## config.mk

```make
export PLATFORM = sky130hd
export DESIGN_NAME = cordic_angle_frontend_flat
export DESIGN_NICKNAME = d
export VERILOG_FILES = /design/src/rtl/cordic_angle_frontend_if.sv /design/src/rtl/cordic_angle_frontend.sv /design/src/flat_wrapper.sv
export SDC_FILE = /design/constraint.sdc
export NUM_CORES = 1
export LEC_CHECK = 0
export CAP_MARGIN = 20
export CORE_ASPECT_RATIO = 0.5
export CORE_MARGIN = 2
export CORE_UTILIZATION = 35
export DETAILED_ROUTE_END_ITERATION = 12
export PLACE_DENSITY = 0.56
export SYNTH_ARGS = -nofsm -noshare
export SYNTH_HDL_FRONTEND = slang
export SYNTH_SLANG_ARGS = --single-unit
```

## constraint.sdc

```tcl
create_clock -name clk -period 6.5 [get_ports clk]
set_input_delay 1.95 -clock clk [delete_from_list [all_inputs] [get_ports clk]]
set_output_delay 1.95 -clock clk [all_outputs]
set_load 0.03 [all_outputs]
```

## src/rtl/cordic_angle_frontend_if.sv

```systemverilog
// Host and CORDIC-core signal bundle for cordic_angle_frontend.
// The slave modport is the frontend's view; master is the environment
// (host request side plus the core it drives).
interface cordic_angle_frontend_if;
  // host request / result side
  logic               start;
  logic signed [31:0] angle_in;
  logic               busy;
  logic               valid;
  logic               err;
  logic signed [31:0] sine_out;
  logic signed [31:0] cosine_out;
  // CORDIC core side
  logic               cordic_s;
  logic signed [31:0] cordic_angle;
  logic               cordic_done;
  logic signed [31:0] cordic_sine;
  logic signed [31:0] cordic_cosine;

  modport slave (
    input  start, angle_in, cordic_done, cordic_sine, cordic_cosine,
    output busy, valid, err, sine_out, cosine_out, cordic_s, cordic_angle
  );

  modport master (
    output start, angle_in, cordic_done, cordic_sine, cordic_cosine,
    input  busy, valid, err, sine_out, cosine_out, cordic_s, cordic_angle
  );
endinterface

```

## src/rtl/cordic_angle_frontend.sv

```systemverilog
// Angle range-reduction and handshake frontend for a 16-iteration CORDIC
// sine/cosine core. Angles are signed degrees x1e7.
//
// state   | meaning
// --------+------------------------------------------------------------
// IDLE    | waiting for start; captures angle_in
// WRAP    | one +/-360 step per cycle until angle is in (-180,180]
// FOLD    | fold into [-90,90], note cosine sign, raise cordic_s
// RUN     | hold cordic_s, wait for cordic_done or timeout
// RELEASE | cordic_s low, wait for core to drop cordic_done
module cordic_angle_frontend #(
  parameter logic signed [32:0] DEG180  = 33'sd1800000000,
  parameter int                 TIMEOUT = 40
) (
  input logic                    clk,
  input logic                    rst,
  cordic_angle_frontend_if.slave bus
);

  localparam logic signed [32:0] DEG360 = DEG180 * 2;
  localparam logic signed [32:0] DEG90  = DEG180 / 2;
  localparam int                 CW     = $clog2(TIMEOUT);
  localparam logic [CW-1:0]      TMO_LAST = CW'(TIMEOUT - 1);

  typedef enum logic [2:0] {
    IDLE    = 3'd0,
    WRAP    = 3'd1,
    FOLD    = 3'd2,
    RUN     = 3'd3,
    RELEASE = 3'd4
  } state_t;

  state_t             state_q,        state_d;
  // one guard bit so a +/- DEG360 step never overflows
  logic signed [32:0] a_q,            a_d;
  logic               negcos_q,       negcos_d;
  logic [CW-1:0]      cnt_q,          cnt_d;
  logic               cordic_s_q,     cordic_s_d;
  logic signed [31:0] cordic_angle_q, cordic_angle_d;
  logic signed [31:0] sine_q,         sine_d;
  logic signed [31:0] cosine_q,       cosine_d;
  logic               valid_q,        valid_d;
  logic               err_q,          err_d;

  // state and datapath registers, synchronous active-low reset
  always_ff @(posedge clk) begin
    if (!rst) begin
      state_q        <= IDLE;
      a_q            <= '0;
      negcos_q       <= 1'b0;
      cnt_q          <= '0;
      cordic_s_q     <= 1'b0;
      cordic_angle_q <= '0;
      sine_q         <= '0;
      cosine_q       <= '0;
      valid_q        <= 1'b0;
      err_q          <= 1'b0;
    end else begin
      state_q        <= state_d;
      a_q            <= a_d;
      negcos_q       <= negcos_d;
      cnt_q          <= cnt_d;
      cordic_s_q     <= cordic_s_d;
      cordic_angle_q <= cordic_angle_d;
      sine_q         <= sine_d;
      cosine_q       <= cosine_d;
      valid_q        <= valid_d;
      err_q          <= err_d;
    end
  end

  // next-state and datapath updates for each phase of the reduction
  always_comb begin
    state_d        = state_q;
    a_d            = a_q;
    negcos_d       = negcos_q;
    cnt_d          = cnt_q;
    cordic_s_d     = cordic_s_q;
    cordic_angle_d = cordic_angle_q;
    sine_d         = sine_q;
    cosine_d       = cosine_q;
    valid_d        = 1'b0;
    err_d          = err_q;

    case (state_q)
      IDLE: begin
        if (bus.start) begin
          a_d     = {bus.angle_in[31], bus.angle_in};
          err_d   = 1'b0;
          state_d = WRAP;
        end
      end

      WRAP: begin
        if (a_q > DEG180) begin
          a_d = a_q - DEG360;
        end else if (a_q <= -DEG180) begin
          a_d = a_q + DEG360;
        end else begin
          state_d = FOLD;
        end
      end

      FOLD: begin
        // the reflected angles land in [0,90] / [-90,0], so 32 bits suffice
        if (a_q > DEG90) begin
          cordic_angle_d = 32'(DEG180 - a_q);
          negcos_d       = 1'b1;
        end else if (a_q < -DEG90) begin
          cordic_angle_d = 32'(-DEG180 - a_q);
          negcos_d       = 1'b1;
        end else begin
          cordic_angle_d = a_q[31:0];
          negcos_d       = 1'b0;
        end
        cnt_d      = '0;
        cordic_s_d = 1'b1;
        state_d    = RUN;
      end

      RUN: begin
        if (bus.cordic_done) begin
          sine_d     = bus.cordic_sine;
          cosine_d   = negcos_q ? -bus.cordic_cosine : bus.cordic_cosine;
          valid_d    = 1'b1;
          cordic_s_d = 1'b0;
          state_d    = RELEASE;
        end else if (cnt_q == TMO_LAST) begin
          err_d      = 1'b1;
          sine_d     = '0;
          cosine_d   = '0;
          valid_d    = 1'b1;
          cordic_s_d = 1'b0;
          state_d    = RELEASE;
        end else begin
          cnt_d = cnt_q + 1'b1;
        end
      end

      RELEASE: begin
        if (!bus.cordic_done) begin
          state_d = IDLE;
        end
      end

      default: state_d = IDLE;
    endcase
  end

  assign bus.busy         = (state_q != IDLE);
  assign bus.valid        = valid_q;
  assign bus.err          = err_q;
  assign bus.sine_out     = sine_q;
  assign bus.cosine_out   = cosine_q;
  assign bus.cordic_s     = cordic_s_q;
  assign bus.cordic_angle = cordic_angle_q;

endmodule

```

## src/flat_wrapper.sv

```systemverilog
// flat-port wrapper written by rule: the top's interface ports become plain ports
module cordic_angle_frontend_flat 
#(
  parameter logic signed [32:0] DEG180  = 33'sd1800000000,
  parameter int                 TIMEOUT = 40
)
  (clk, rst, bus_start, bus_angle_in, bus_cordic_done, bus_cordic_sine, bus_cordic_cosine, bus_busy, bus_valid, bus_err, bus_sine_out, bus_cosine_out, bus_cordic_s, bus_cordic_angle);
  cordic_angle_frontend_if bus_i ();
  input logic clk;
  input logic rst;
  input wire logic [$bits(bus_i.start)-1:0] bus_start;
  input wire logic [$bits(bus_i.angle_in)-1:0] bus_angle_in;
  input wire logic [$bits(bus_i.cordic_done)-1:0] bus_cordic_done;
  input wire logic [$bits(bus_i.cordic_sine)-1:0] bus_cordic_sine;
  input wire logic [$bits(bus_i.cordic_cosine)-1:0] bus_cordic_cosine;
  output wire logic [$bits(bus_i.busy)-1:0] bus_busy;
  output wire logic [$bits(bus_i.valid)-1:0] bus_valid;
  output wire logic [$bits(bus_i.err)-1:0] bus_err;
  output wire logic [$bits(bus_i.sine_out)-1:0] bus_sine_out;
  output wire logic [$bits(bus_i.cosine_out)-1:0] bus_cosine_out;
  output wire logic [$bits(bus_i.cordic_s)-1:0] bus_cordic_s;
  output wire logic [$bits(bus_i.cordic_angle)-1:0] bus_cordic_angle;
  assign bus_i.start = bus_start;
  assign bus_i.angle_in = bus_angle_in;
  assign bus_i.cordic_done = bus_cordic_done;
  assign bus_i.cordic_sine = bus_cordic_sine;
  assign bus_i.cordic_cosine = bus_cordic_cosine;
  assign bus_busy = bus_i.busy;
  assign bus_valid = bus_i.valid;
  assign bus_err = bus_i.err;
  assign bus_sine_out = bus_i.sine_out;
  assign bus_cosine_out = bus_i.cosine_out;
  assign bus_cordic_s = bus_i.cordic_s;
  assign bus_cordic_angle = bus_i.cordic_angle;
  cordic_angle_frontend #(.DEG180(DEG180), .TIMEOUT(TIMEOUT)) u_core (.clk(clk), .rst(rst), .bus(bus_i));
endmodule
```

==> summary.txt <==
Die
  • Core Box Area: 25240 sq um
  • Die X: 231.0 microns
  • Die Ht: 117.5 microns
  • Ports: 200
  • Initial core utilization: 35.72%
  • DIE AREA: 27140 sq um
  • Site Rows: 41

Timing
  • Slew Limit Fails: 0
  • Tcrit/Tclk final: 76.94%
  • # setup viols final: 0
  • Minimum clock period after layout: 5.001 ns
  • Final hold vios: 0
  • Normalized max-slew margin: 38.12%
  • Final setup skew: 0.02471 ns
  • Final worst setup slack: 1.499 ns
  • Worst Tran Pin Value: 0.9269 ns
  • RSZ-0062 raised after global routing: false
  • Setup_tns: 0 ns
  • FMAX: 0.1999 GHz

Cells and area
  • Commonest cells after routing, fill and taps aside: clkdlybuf4s50_1 (199), nor2_1 (156), dfxtp_1 (142), nand2_1 (124), a21oi_1 (85)
  • Most common cell after layout, fill and taps aside: clkdlybuf4s50_1
  • Nets: 1450
  • # fillers: 2568
  • Finished Cell Area: 11820 sq um
  • Fraction of layout cells with a size suffix above 1: 6.533%
  • Synthesis-to-finish area growth: 31.08%

Critical path
  • Critical path class: reg -> reg
  • Startpoint Class: flop
  • CP required: 6.88 ns
  • CP endpoint kind: flop
  • Critical path cell sequence: clkinv_1 > nor4b_1 > o41a_2 > o21a_1 > inv_2 > ha_1 > a41oi_1 > nor2_1 > o221ai_1 > o21ai_0 > o2111ai_1 > a22oi_2 > a221oi_2 > or3_1 > a31oi_1
  • CP arrival: 5.38 ns
  • Worst path slowest cell: dfxtp_1
  • Crit path buffers/inverters: 2
  • Largest delay share family, worst path: compound AO/OA/AOI/OAI gates
  • CP peak stage delay: 0.68 ns
  • CP Max Fanout: 15

Routing
  • Initial drt markers: 724
  • Routed len/inst: 19.19 microns
  • DR pass1 iterations: 7
  • Total routed wirelength: 32470 microns
  • Vias: 9588
  • Avg Vias per Cell: 5.667
  • Final ANT Viol Nets: 0
  • DRC Markers: 0

Yosys
  • Post-synth EDFFs: 0
  • Fraction of registers with async set/reset: 0%
  • Yosys cell types: 77
  • Synth warn: 0
  • Synth Flop Type: dfxtp_1
  • Syn Inst Count: 1204
  • Sequential share of the synthesized area: 31.53%
  • Synthesized flop and latch total: 142
  • Netlist Area Pre-Place: 9016 sq um
  • Net Count, Synth: 1320
  • Avg Cell Area, Syn: 7.488 sq um

Clocking
  • Clock transition at path regs: 0.07 ns
  • Sink Count: 142
  • Clock buffer depth: 2
  • Root Driver: clkbuf_16
  • H-tree Lvls: 4
  • CTS tree: done
  • Worst-Skew Late Latency: 0.46 ns
  • Post-CTS setup buffer count: 0
  • TritonCTS buffer count: 17
  • Post-cts hold buffer count: 0
  • Post-cts sizing count: 0

GRT
  • All-layer global routing usage: 24.09%
  • First-pass GRT wire length: 51740 microns
  • Grt total ovfl: 0
  • Vias in the first global route: 9196
  • Largest net degree at the start of global routing: 115
  • Initial antenna violation count: 0

Hold path
  • Hold WC Path Type: reg -> reg

Placed design
  • Count of input and output buffers: 199
  • GPL Wtd Cong: 0.8747
  • Dpl cell area: 11190 sq um
  • Final HPWL DP: 23100 microns
  • Worst slack at placement: 1.543 ns

Run status
  • Outcome: completed

Pwr
  • Pwr per Cell Area: 268.6 nW/um^2
  • Peak supply drop: 0.2379 mV
  • Pleak: 4.066 nW

Run
  • Max-cap viol count: 0
## through the flow
| stage | hold slack [ns] | instances | power, mW | utilization [%] |
|---|---|---|---|---|
| final | 0.4543 | 1692 | 3.174 | 46.83 |
| after global routing | 0.4719 | 1691 | 3.350 | 46.82 |
| after CTS | 0.4561 | 1690 | 3.183 | 46.80 |
| after detailed placement | 0.4477 | 1658 | 2.111 | 44.32 |
| after global placement | 0.4402 | 1658 | 2.105 | 44.32 |
| after floorplan | 0.4529 | 1204 | 1.765 | - |
## area by class of cell
| cell class | instances | area (sq um) | area share (%) |
|---|---|---|---|
| Inverter | 27 | 102.6 | 0.8681 |
| Sequential cell | 142 | 2843 | 24.05 |
| Clock buffer | 17 | 425.4 | 3.599 |
| Clock inverter | 15 | 198.9 | 1.683 |
| Antenna cell | 1 | 2.502 | 0.02117 |
| Multi-Input combinational cell | 924 | 5642 | 47.73 |
| Tap cell | 344 | 430.4 | 3.642 |
| Timing Repair Buffer | 222 | 2175 | 18.40 |
## worst paths after layout
kind | startpoint | to | slack [ns] | cells past startpoint
hold / removal | u_core.bus.cordic_angle[17] | u_core.bus.cordic_angle[17] | 0.45 | 2
setup / recovery | u_core.a_q[19] | u_core.a_q[31] | 1.50 | 15
hold reg to reg | u_core.bus.cordic_angle[17] | u_core.bus.cordic_angle[17] | 0.45 | 2
setup reg to reg | u_core.a_q[19] | u_core.a_q[31] | 1.50 | 15
## tightest hold or removal path, delay by kind of cell (launching register included)
kind | cells | cell delay, ns
AOI/OAI and AO/OA | 1 | 0.05
and+or+nand+nor | 1 | 0.05
DFF | 1 | 0.31
## power breakdown
part | leakage (nW) | switching, mW | total (mW) | internal, mW
logic | 2.62 | 0.648 | 1.07 | 0.425
registers | 1.15 | 0.115 | 1.03 | 0.919
clock network | 0.297 | 0.450 | 1.07 | 0.617
total | 4.07 | 1.21 | 3.17 | 1.96
## cell usage after synthesis (19+ instances only)
library cell,number,area share (%)
a211oi_1,19,1.6
a21oi_1,85,4.7
a22oi_1,72,6.0
clkbuf_1,89,3.7
dfxtp_1,142,32
inv_1,24,1.0
nand2_1,124,5.2
nand3_1,33,1.8
nor2_1,157,6.5
nor3_1,24,1.3
o21ai_0,73,4.1
xnor2_1,49,4.8
xor2_1,24,2.3
## state kept, by name, indices dropped and copies added (netlist names)
name / cells
u_core.a_q: 33
u_core.bus.cordic_angle: 32
u_core.bus.cosine_out: 32
u_core.bus.sine_out: 32
u_core.cnt_q: 6
u_core.state_q: 3
u_core.bus.cordic_s: 1
u_core.bus.err: 1
u_core.bus.valid: 1
u_core.negcos_q: 1
## per-layer routing
metal | wire [microns] | share of wire, % | global-route usage [%] | vias to the layer above
met2 | 14910 | 46 | 38.06 | 295
li1 | - | - | - | 4641
met4 | 446 | 1.4 | 6.613 | 0
met5 | 0 | 0 | 0 | -
met1 | 15290 | 47 | 32.87 | 4624
met3 | 1822 | 5.6 | 5.499 | 28
## logic make-up (layout without fill, tap and decap cells)
group / after synthesis / count (layout) / synth area share [%]
multiplexers: 11 / 11 / 1.221
AO/OA/AOI/OAI: 393 / 393 / 29.53
buffers and inverters: 138 / 281 / 6.120
flip-flops: 142 / 142 / 31.53
AND/OR/NAND/NOR: 429 / 429 / 22.05
adder cells (fa/ha/maj): 18 / 18 / 2.456
other: 0 / 1 / 0
XOR/XNOR: 73 / 73 / 7.091
Power figures use the tool's default switching activity.
